==> config.mk <==
export PLATFORM = sky130hd
export DESIGN_NAME = bj_table_ctrl
export DESIGN_NICKNAME = d
export VERILOG_FILES = /design/src/rtl/bj_pkg.sv /design/src/rtl/bj_hand_acc.sv /design/src/rtl/bj_table_ctrl.sv
export SDC_FILE = /design/constraint.sdc
export NUM_CORES = 1
export LEC_CHECK = 0
export CORE_UTILIZATION = 45
export DETAILED_ROUTE_END_ITERATION = 7
export PLACE_DENSITY_LB_ADDON = 0.05
export RECOVER_POWER = 50
export SLEW_MARGIN = 20
export SYNTH_ARGS = -nofsm -noshare
export SYNTH_HDL_FRONTEND = slang
export SYNTH_SLANG_ARGS = --single-unit
==> constraint.sdc <==
create_clock -name CLOCK_50 -period 3.2 [get_ports CLOCK_50]
set_input_delay 0.48 -clock CLOCK_50 [delete_from_list [all_inputs] [get_ports CLOCK_50]]
set_output_delay 0.48 -clock CLOCK_50 [all_outputs]
set_load 0.05 [all_outputs]
==> src/rtl/bj_pkg.sv <==
// bj_pkg: shared round states, per-seat result codes and card scoring for the blackjack table
package bj_pkg;
    typedef enum logic [2:0] {IDLE, DEAL, PLAY, DRAW, DEALER, SETTLE, DONE} state_e;
    localparam logic [1:0] RES_NONE = 2'b00;
    localparam logic [1:0] RES_WIN  = 2'b01;
    localparam logic [1:0] RES_LOSE = 2'b10;
    localparam logic [1:0] RES_PUSH = 2'b11;
    localparam logic [3:0] CARD_ACE = 4'd1;
    localparam logic [3:0] CARD_MAX = 4'd13;
    // faces count 10; out-of-range codes score 0 and are treated as discards
    function automatic logic [3:0] card_points(input logic [3:0] c);
        return (c == 4'd0 || c > CARD_MAX) ? 4'd0 : (c > 4'd10 ? 4'd10 : c);
    endfunction
endpackage

==> src/rtl/bj_hand_acc.sv <==
// bj_hand_acc: one hand's running total and bust flags; soft-ace tracking when BJ_SOFT_ACE_EN is defined
module bj_hand_acc
    import bj_pkg::*;
#(
    parameter int SCORE_W    = 5,
    parameter int BUST_LIMIT = 21
) (
    input  logic               clk_i,
    input  logic               rst_ni,
    input  logic               clr_i,
    input  logic               add_i,
    input  logic [3:0]         card_i,
    output logic [SCORE_W-1:0] score_o,
    output logic               bust_o,
    output logic               next_bust_o
);
    localparam logic [SCORE_W:0] LIM = (SCORE_W+1)'(BUST_LIMIT);
    logic [SCORE_W-1:0] score_q, score_d;
    logic [SCORE_W:0]   sum;
    logic               take;
    assign take = add_i && card_points(card_i) != 4'd0;
`ifdef BJ_SOFT_ACE_EN
    logic             soft_q, soft_d, ace_hi, over;
    logic [SCORE_W:0] raw;
    // an ace takes 11 when it fits; a soft hand that overflows drops its 11 back to 1
    always_comb begin
        ace_hi = card_i == CARD_ACE && {1'b0, score_q} + (SCORE_W+1)'(11) <= LIM;
        raw    = {1'b0, score_q} + (ace_hi ? (SCORE_W+1)'(11) : (SCORE_W+1)'(card_points(card_i)));
        over   = soft_q && raw > LIM;
        sum    = over ? raw - (SCORE_W+1)'(10) : raw;
        soft_d = clr_i ? 1'b0 : take ? (ace_hi || (soft_q && !over)) : soft_q;
    end
    // soft flag register
    always_ff @(posedge clk_i or negedge rst_ni) begin
        if (!rst_ni) soft_q <= 1'b0;
        else         soft_q <= soft_d;
    end
`else
    assign sum = {1'b0, score_q} + (SCORE_W+1)'(card_points(card_i));
`endif
    assign score_d     = clr_i ? '0 : take ? sum[SCORE_W-1:0] : score_q;
    assign score_o     = score_q;
    assign bust_o      = {1'b0, score_q} > LIM;
    assign next_bust_o = sum > LIM;
    // hand total register
    always_ff @(posedge clk_i or negedge rst_ni) begin
        if (!rst_ni) score_q <= '0;
        else         score_q <= score_d;
    end
endmodule

==> src/rtl/bj_table_ctrl.sv <==
// bj_table_ctrl: multi-seat blackjack round sequencer (deal, player turns, dealer draw, settle); BJ_SOFT_ACE_EN enables soft aces
module bj_table_ctrl
    import bj_pkg::*;
#(
    parameter int NUM_PLAYERS  = 2,
    parameter int BUST_LIMIT   = 21,
    parameter int DEALER_STAND = 17,
    parameter int SCORE_W      = 5,
    localparam int AW = NUM_PLAYERS > 1 ? $clog2(NUM_PLAYERS) : 1
) (
    input  logic                           CLOCK_50,
    input  logic                           resetn,
    input  logic                           start,
    input  logic                           hit,
    input  logic                           stand,
    input  logic                           card_valid,
    input  logic [3:0]                     card_value,
    output logic                           card_ready,
    output logic [AW-1:0]                  active_player,
    output logic [NUM_PLAYERS*SCORE_W-1:0] player_score,
    output logic [SCORE_W-1:0]             dealer_score,
    output logic [2*NUM_PLAYERS-1:0]       result,
    output logic                           dealing_cards,
    output logic                           game_finished
);
    localparam int DW = $clog2(2*NUM_PLAYERS+2);
    localparam logic [DW-1:0]      DLAST = DW'(2*NUM_PLAYERS+1);
    localparam logic [AW-1:0]      LAST  = AW'(NUM_PLAYERS-1);
    localparam logic [SCORE_W-1:0] LIM   = SCORE_W'(BUST_LIMIT);
    localparam logic [SCORE_W-1:0] STAND = SCORE_W'(DEALER_STAND);

    state_e                   state_q, state_d;
    logic [AW-1:0]            seat_q, seat_d;
    logic [DW-1:0]            deal_q, deal_d;
    logic [2*NUM_PLAYERS-1:0] res_q, res_d;
    logic [SCORE_W-1:0]       score [NUM_PLAYERS+1];
    logic [SCORE_W-1:0]       cur_score;
    logic [NUM_PLAYERS:0]     bust, nbust, add, sel;
    logic                     clr, xfer, take, dealer_stop, others_bust, cur_nbust, adv, bust_now;
    int                       tgt;

    assign clr         = start && (state_q == IDLE || state_q == DONE);
    assign xfer        = card_valid && card_ready;
    assign take        = xfer && card_points(card_value) != 4'd0;
    assign dealer_stop = score[NUM_PLAYERS] >= STAND;
    assign sel         = (NUM_PLAYERS+1)'(1) << seat_q;
    assign cur_nbust   = |(nbust & sel);

    for (genvar i = 0; i <= NUM_PLAYERS; i++) begin : g_hand
        bj_hand_acc #(.SCORE_W(SCORE_W), .BUST_LIMIT(BUST_LIMIT)) u_hand (
            .clk_i(CLOCK_50), .rst_ni(resetn), .clr_i(clr), .add_i(add[i]), .card_i(card_value),
            .score_o(score[i]), .bust_o(bust[i]), .next_bust_o(nbust[i])
        );
        if (i < NUM_PLAYERS) begin : g_out
            assign player_score[i*SCORE_W +: SCORE_W] = score[i];
        end
    end

    // route the offered card to the hand it belongs to and pick out the active seat
    always_comb begin
        tgt         = deal_q > DW'(NUM_PLAYERS) ? int'(deal_q) - NUM_PLAYERS - 1 : int'(deal_q);
        cur_score   = '0;
        others_bust = 1'b1;
        for (int i = 0; i <= NUM_PLAYERS; i++)
            add[i] = xfer && ((state_q == DEAL && tgt == i) || (state_q == DRAW && sel[i]) ||
                              (state_q == DEALER && i == NUM_PLAYERS));
        for (int i = 0; i < NUM_PLAYERS; i++)
            cur_score = sel[i] ? score[i] : cur_score;
        for (int i = 0; i < NUM_PLAYERS - 1; i++)
            others_bust &= bust[i];
    end

    // state and round-bookkeeping registers
    always_ff @(posedge CLOCK_50 or negedge resetn) begin
        if (!resetn) begin
            state_q <= IDLE;
            seat_q  <= '0;
            deal_q  <= '0;
            res_q   <= '0;
        end else begin
            state_q <= state_d;
            seat_q  <= seat_d;
            deal_q  <= deal_d;
            res_q   <= res_d;
        end
    end

    // next state: deal counting, seat turns with stand priority, dealer draw and settlement
    always_comb begin
        state_d  = state_q;
        seat_d   = seat_q;
        deal_d   = deal_q;
        res_d    = res_q;
        adv      = 1'b0;
        bust_now = 1'b0;
        case (state_q)
            IDLE, DONE: if (start) begin
                state_d = DEAL;
                seat_d  = '0;
                deal_d  = '0;
                res_d   = '0;
            end
            DEAL: if (take) begin
                deal_d  = deal_q + DW'(1);
                state_d = deal_q == DLAST ? PLAY : DEAL;
            end
            PLAY: if (stand || cur_score == LIM) adv = 1'b1;
                  else if (hit) state_d = DRAW;
            DRAW: if (take) begin
                adv      = cur_nbust;
                bust_now = cur_nbust;
                state_d  = PLAY;
            end
            DEALER: if (dealer_stop) state_d = SETTLE;
            SETTLE: begin
                state_d = DONE;
                for (int i = 0; i < NUM_PLAYERS; i++)
                    res_d[2*i +: 2] = bust[i] ? RES_LOSE : bust[NUM_PLAYERS] ? RES_WIN :
                                      score[i] > score[NUM_PLAYERS] ? RES_WIN :
                                      score[i] < score[NUM_PLAYERS] ? RES_LOSE : RES_PUSH;
            end
            default: state_d = IDLE;
        endcase
        if (adv) begin
            if (seat_q == LAST) state_d = (others_bust && bust_now) ? SETTLE : DEALER;
            else begin
                seat_d  = seat_q + AW'(1);
                state_d = PLAY;
            end
        end
    end

    // outputs decoded from registered state only
    always_comb begin
        card_ready    = state_q == DEAL || state_q == DRAW || (state_q == DEALER && !dealer_stop);
        dealing_cards = card_ready;
        game_finished = state_q == DONE;
        active_player = seat_q;
        dealer_score  = score[NUM_PLAYERS];
        result        = res_q;
    end
endmodule

# ---- Word-level counts from Yosys, hierarchy flattened
# Cells that the tools add are included.
dict set report totals {
  in_bits 10
  word_cells 132
  regBits 26
}
dict set report op_classes {
  magnitude_cmp 14
  mux 43
  shifts 1
  n_addsub 7
  bitwise_logic 1
  n_reduce_logical 41
  n_eq_ne 18
}
# cell count
set op_table {}
lappend op_table {{5-bit 2-to-1 mux} 8}
lappend op_table {{32-bit by 2-bit equality test with 1-bit output, second input constant} 1}
lappend op_table {{32-bit by 3-bit equality test with 1-bit output, second input constant} 1}
lappend op_table {{32-bit logical NOT} 1}
lappend op_table {{32-bit 2-to-1 mux} 1}
lappend op_table {{3-bit 2-to-1 mux} 10}
lappend op_table {{5-bit by 4-bit adder with 6-bit output} 3}
lappend op_table {{6-bit by 5-bit greater-than comparator with 1-bit output, second input constant} 3}
lappend op_table {{3-bit inequality test, second input constant} 6}
lappend op_table {{3-bit one-hot mux with 6 select lines} 1}
lappend op_table {{1-bit logical AND} 17}
lappend op_table {{5-bit greater-than comparator, second input constant} 3}
lappend op_table {{2-bit 2-to-1 mux} 7}
lappend op_table {{3-bit equality test, second input constant} 4}
lappend op_table {{4-bit 2-to-1 mux} 3}
lappend op_table {{5-bit greater-than comparator} 2}
lappend op_table {{5-bit < comparator} 2}
lappend op_table {{1-bit 2-to-1 mux} 10}
lappend op_table {{2-bit nonzero test} 5}
lappend op_table {{1-bit logical OR} 9}
lappend op_table {{4-bit greater-than comparator, second input constant} 2}
lappend op_table {{4-bit one-hot mux with 2 select lines} 1}
lappend op_table {{3-bit by 2-bit equality test with 1-bit output, second input constant} 2}
lappend op_table {{3-bit one-hot mux with 2 select lines} 1}
lappend op_table {{21 further kinds} 22}

# ---- Depth between registers and ports, before layout
dict set report depth {
  ltp_word 13
  mapped_depth 10
}

# ---- Modules after synthesis
# Synthesis repeated with hierarchy kept, for this count alone.
dict set report unflattened {
  cells_unflattened 324
  area_unflattened_um2 2727.6
}
# mod seq_area_each_um2 instances cells_each area_per_inst_um2
set modules_own_cells {}
lappend modules_own_cells {bj_hand_acc 125.1 3 53 462.9}
lappend modules_own_cells {bj_table_ctrl 275.3 1 165 1338.8}

# ---- Worst setup path before layout
# No wires, ideal clock.
dict set report synth_timing {
  path_kind {flip-flop to output port}
  from {register g_hand[2].u_hand.score_q[1]}
  to {output port dealing_cards}
  required_time_ps 2720
  arrival_ps 2768
  stages_incl_launch_ff 5
  path_slack_ps -48
  path_cell_list {dfrtp_1 o41ai_1 nand2_1 o21ai_0 buf_4}
}
dict set report synth_via {
  elab_chain_len 4
}
# item line
set synth_lines {}
lappend synth_lines {{start: declaration} bj_hand_acc.sv:18} ;# logic [SCORE_W-1:0] score_q, score_d;
lappend synth_lines {{start signal: assignment} bj_hand_acc.sv:48} ;# else score_q <= score_d;
lappend synth_lines {{5-bit >= comparator} bj_table_ctrl.sv:45} ;# assign dealer_stop = score[NUM_PLAYERS] >= STAND;
lappend synth_lines {{1-bit logical NOT} bj_table_ctrl.sv:135} ;# card_ready = state_q == DEAL || state_q == DRAW || (state_q == DEALER && !dealer_stop);
lappend synth_lines {{1-bit logical AND} bj_table_ctrl.sv:135}
lappend synth_lines {{1-bit logical OR} bj_table_ctrl.sv:135}
lappend synth_lines {{end: declaration} bj_table_ctrl.sv:23} ;# output logic dealing_cards,
# No other way between the ends.

# ---- Final worst setup path
dict set report layout_timing {
  from {input port card_value[3]}
  to {register state_q[2]}
}
dict set report layout_via {
  elab_chain_len 11
  elab_cells_between_ends 26
  cone_classes {add/sub (3); order compare (5); eq/ne (6); mux (5); bitwise (1); reduce/logical (6)}
}
# item line
set layout_lines {}
lappend layout_lines {{start: declaration} bj_table_ctrl.sv:17} ;# input logic [3:0] card_value,
lappend layout_lines {{4-bit greater-than comparator / 4-bit logical NOT (equally long branches)} bj_pkg.sv:12} ;# return (c == 4'd0 || c > CARD_MAX) ? 4'd0 : (c > 4'd10 ? 4'd10 : c);
lappend layout_lines {{4-bit 2-to-1 mux / 1-bit logical OR (equally long branches)} bj_pkg.sv:12}
lappend layout_lines {{4-bit 2-to-1 mux (*)} bj_pkg.sv:12}
lappend layout_lines {{5-bit by 4-bit adder with 6-bit output} bj_hand_acc.sv:39} ;# assign sum = {1'b0, score_q} + (SCORE_W+1)'(card_points(card_i));
lappend layout_lines {{6-bit by 5-bit greater-than comparator with 1-bit output} bj_hand_acc.sv:44} ;# assign next_bust_o = sum > LIM;
lappend layout_lines {{3-bit AND} bj_table_ctrl.sv:47} ;# assign cur_nbust = |(nbust & sel);
lappend layout_lines {{3-bit OR reduction} bj_table_ctrl.sv:47}
lappend layout_lines {{1-bit 2-to-1 mux} bj_table_ctrl.sv:109} ;# DRAW: if (take) begin
lappend layout_lines {{1-bit one-hot mux with 2 select lines} bj_table_ctrl.sv:96} ;# case (state_q)
lappend layout_lines {{3-bit inequality test (no source line)} n/a}
lappend layout_lines {{6-bit AND reduction (no source line)} n/a}
lappend layout_lines {{end signal: assignment} bj_table_ctrl.sv:81} ;# state_q <= state_d;
lappend layout_lines {{end: declaration} bj_table_ctrl.sv:32} ;# state_e state_q, state_d;
# Every way passes the cells marked *; elsewhere a longest branch is shown, timed or not.
# A chain may end at the register's enable or synchronous reset.

==> flow_summary.yaml <==
global_route:
  overflow: 0
  grt_start_max_net_pins: 27
  antenna_found_initial: 0
  grt_pass1_vias: 2076
  grt_pass1_wl_um: 10200
  track_usage: 0.221
finish:
  antenna_cells: 0
  ff_latch_area_sq_um: 651
  areaGrowthSynthToFinish_pct: 20.9
  stdcell_count: 399
  num-fill-cells: 487
  fin_area_sq_mm: 0.00297
  drive_gt1_frac: 0.0881
  multiInputGateArea_sq_mm: 0.00167
  layout.nets: 370
  mostFrequentLayoutCells: "nand2_1 (29), ha_1 (29), dfrtp_1 (26), o21ai_0 (25), nor2_1 (24)"
synthesis:
  synth_edf_count: 0
  synth-simple-area-share: 0.219
  yosysWarnings: 0
  synthMuxAreaShare: 0.0168
  ys_types: 62
  ys_async_sr_fraction: 1.00
  yosys.area_share.xor_xnor: 0.0463
  synthesis.area_sq_mm: 0.00246
  synth_seq_cells: 26
  avgSynthCellArea_sq_um: 8.39
  syn_nets: 333
  synth_top_family_by_area: "compound AO/OA/AOI/OAI gates"
  seq_area_frac_synth: 0.265
  synth_compound_area_frac: 0.233
  post_synth_fa_ha_maj_area_fraction: 0.164
  synthFlopType: "dfrtp_1"
  synth_cells: 293
pwr:
  p_clk_frac: 0.092
  pwr-share-comb: 0.675
  p_int_w: 0.00142
  power_frac_seq: 0.233
  leakage_nw: 1.28
  swShare: 0.529
  p_per_area_mw_per_mm2: 1010
  netSwitchingPower_w: 0.00159
  irDropWorstVdd_mv: 0.600
die:
  die_h_um: 75.9
  coreArea_sq_mm: 0.00517
  io-pin-count: 33
  dieWidth_um: 75.9
  die_area_sq_mm: 0.00576
  rows: 26
  start_util: 0.475
route:
  ant_nets: 0
  drtIter0Drc: 114
  routedWlPerCell_um: 15.3
  route.detailed.drc: 0
  vias_per_cell: 5.45
  vias: 2173
  drtPass1Iterations: 4
  drt-total-wl_um: 6090
cts:
  post_cts_buffers: 0
  root_buffer: "clkbuf_8"
  postCtsHoldBufs: 0
  clock-sinks: 26
  clk_path_buf_depth: 2
  numCtsBuffers: 3
  cts_tree: "yes"
  htreeDepth: 1
  path_clk_slew_ns: 0.09
  insertion_delay_ns: 0.27
  cts_resized: 0
placement:
  hpwl_um: 4710
  dp.cells: 395
  gp_routability_congestion: 0.840
  io_buffer_count: 32
  place_area_sq_mm: 0.00290
sta:
  grt_setup_unrepaired: "false"
  max_clock_freq_mhz: 341
  maxSlewViolCount: 0
  setup_viol: 0
  post-route-period-util: 0.915
  fin_setup_tns_ns: 0
  worst_slew_pin_slew_ns: 1.44
  relSlewSlack: 0.0417
  finalHoldViolations: 0
  fin_crit_ns: 2.93
  fin_worst_skew_ns: 0.00273
critical_path:
  crit_required_ns: 3.38
  cp-start-kind: "primary input"
  r2r_slack_ns: 0.38
  path_class: "in2reg"
  critPathCaptureType: "flop"
  cp.arrival_ns: 3.11
  crit_fanout: 9
outcome:
  outcome: "complete, no violations"
worst_hold_path:
  hold_path.class: "reg2reg"
job:
  max_cap_violations: 0
[sequential cells by signal, summed over array words and instances, names as in the netlist]
signal / count
active_player: 1
state_q: 3
deal_q: 3
g_hand.u_hand.score_o: 15
result: 4
[kinds of logic (layout without fill, tap and decap cells)]
family,Yosys count,in the layout
AO/OA/AOI/OAI,79,79
XOR/XNOR,13,13
adder cells (fa/ha/maj),32,32
buffers and inverters,35,71
flip-flops,26,26
multiplexers,4,4
AND/OR/NAND/NOR,104,104
[layout make-up]
| class | count | area share |
|---|---|---|
| clock buffer | 3 | 0.0139 |
| clock inverter | 1 | 0.0101 |
| timing repair buffer | 45 | 0.138 |
| sequential | 26 | 0.219 |
| multi-input combinational | 232 | 0.562 |
| tap | 70 | 0.0295 |
| inverter | 22 | 0.0278 |
[final timing paths]
check	depth (start not counted)	startpoint	to
max	11	card_value[3]	state_q[2]$_DFFE_PN0P_
min	2	result[2]$_DFFE_PN0P_	result[2]$_DFFE_PN0P_
max in group asynchronous	2	resetn	state_q[0]$_DFFE_PN0P_
min reg2reg	2	result[2]$_DFFE_PN0P_	result[2]$_DFFE_PN0P_
min in group asynchronous	2	resetn	g_hand[2].u_hand.score_o[1]$_DFFE_PN0P_
max reg2reg	10	deal_q[0]$_DFFE_PN0P_	g_hand[2].u_hand.score_o[4]$_DFFE_PN0P_
[metal layers]
layer | routed length [um] | part of all wire | track usage
met2 | 2730 | 0.45 | 0.364
met5 | 0 | 0 | 0
met1 | 3130 | 0.51 | 0.317
met4 | 26 | 0.0043 | 0.0404
met3 | 206 | 0.034 | 0.0205
[through the flow]
step                setup slack [ns]  hold slack (ns)  utilization  total power (W)
detailed placement           0.00609            0.494        0.561          0.00275
global placement              0.0327            0.490        0.561          0.00274
floorplan                      0.390            0.184            -          0.00217
finish                         0.271            0.503        0.575          0.00301
global route                  0.0367            0.552        0.575          0.00327
CTS                            0.279            0.517        0.575          0.00304
[critical path, cell delays in order]
cell	delay, ns
clkdlybuf4s50_1	0.60
o21ai_0	0.11
and2_1	0.20
ha_1	0.26
ha_1	0.22
a211oi_1	0.27
nor2_1	0.08
o311ai_0	0.34
buf_4	0.18
a41oi_2	0.14
o31ai_1	0.25
[Yosys cell counts (2+ instances only)]
master | number | share of area
xnor2_1 | 11 | 0.039
a31oi_1 | 3 | 0.0076
nand2_1 | 29 | 0.044
nand3_1 | 9 | 0.018
nor2_1 | 24 | 0.037
buf_1 | 3 | 0.0046
nor3b_1 | 3 | 0.0092
and3b_1 | 2 | 0.0071
inv_1 | 21 | 0.032
o21ai_0 | 26 | 0.053
a211oi_1 | 2 | 0.0061
or4_1 | 2 | 0.0061
buf_2 | 2 | 0.0041
a21o_1 | 2 | 0.0061
clkbuf_1 | 7 | 0.011
o31ai_1 | 5 | 0.015
or2_2 | 2 | 0.0051
dfrtp_1 | 26 | 0.26
o211ai_1 | 4 | 0.012
nand4_1 | 3 | 0.0076
maj3_1 | 2 | 0.0081
a21oi_1 | 14 | 0.028
a21boi_0 | 3 | 0.0092
ha_1 | 29 | 0.15
a2111oi_0 | 2 | 0.0071
nor3_1 | 3 | 0.0061
xor2_1 | 2 | 0.0071
nor2b_1 | 5 | 0.013
and2_1 | 6 | 0.015
nand3b_1 | 3 | 0.0092
mux2i_1 | 3 | 0.012
nand2b_1 | 5 | 0.013
[power by group through the flow]
stage | combinational [W] | sequential [W] | clock (W)
floorplan | 0.00120 | 0.000963 | 0
global placement | 0.00202 | 0.000712 | 0
detailed placement | 0.00204 | 0.000712 | 0
CTS | 0.00205 | 0.000705 | 0.000282
global route | 0.00224 | 0.000731 | 0.000301
finish | 0.00203 | 0.000702 | 0.000275
Note: power is estimated with default switching activity, not from simulation.
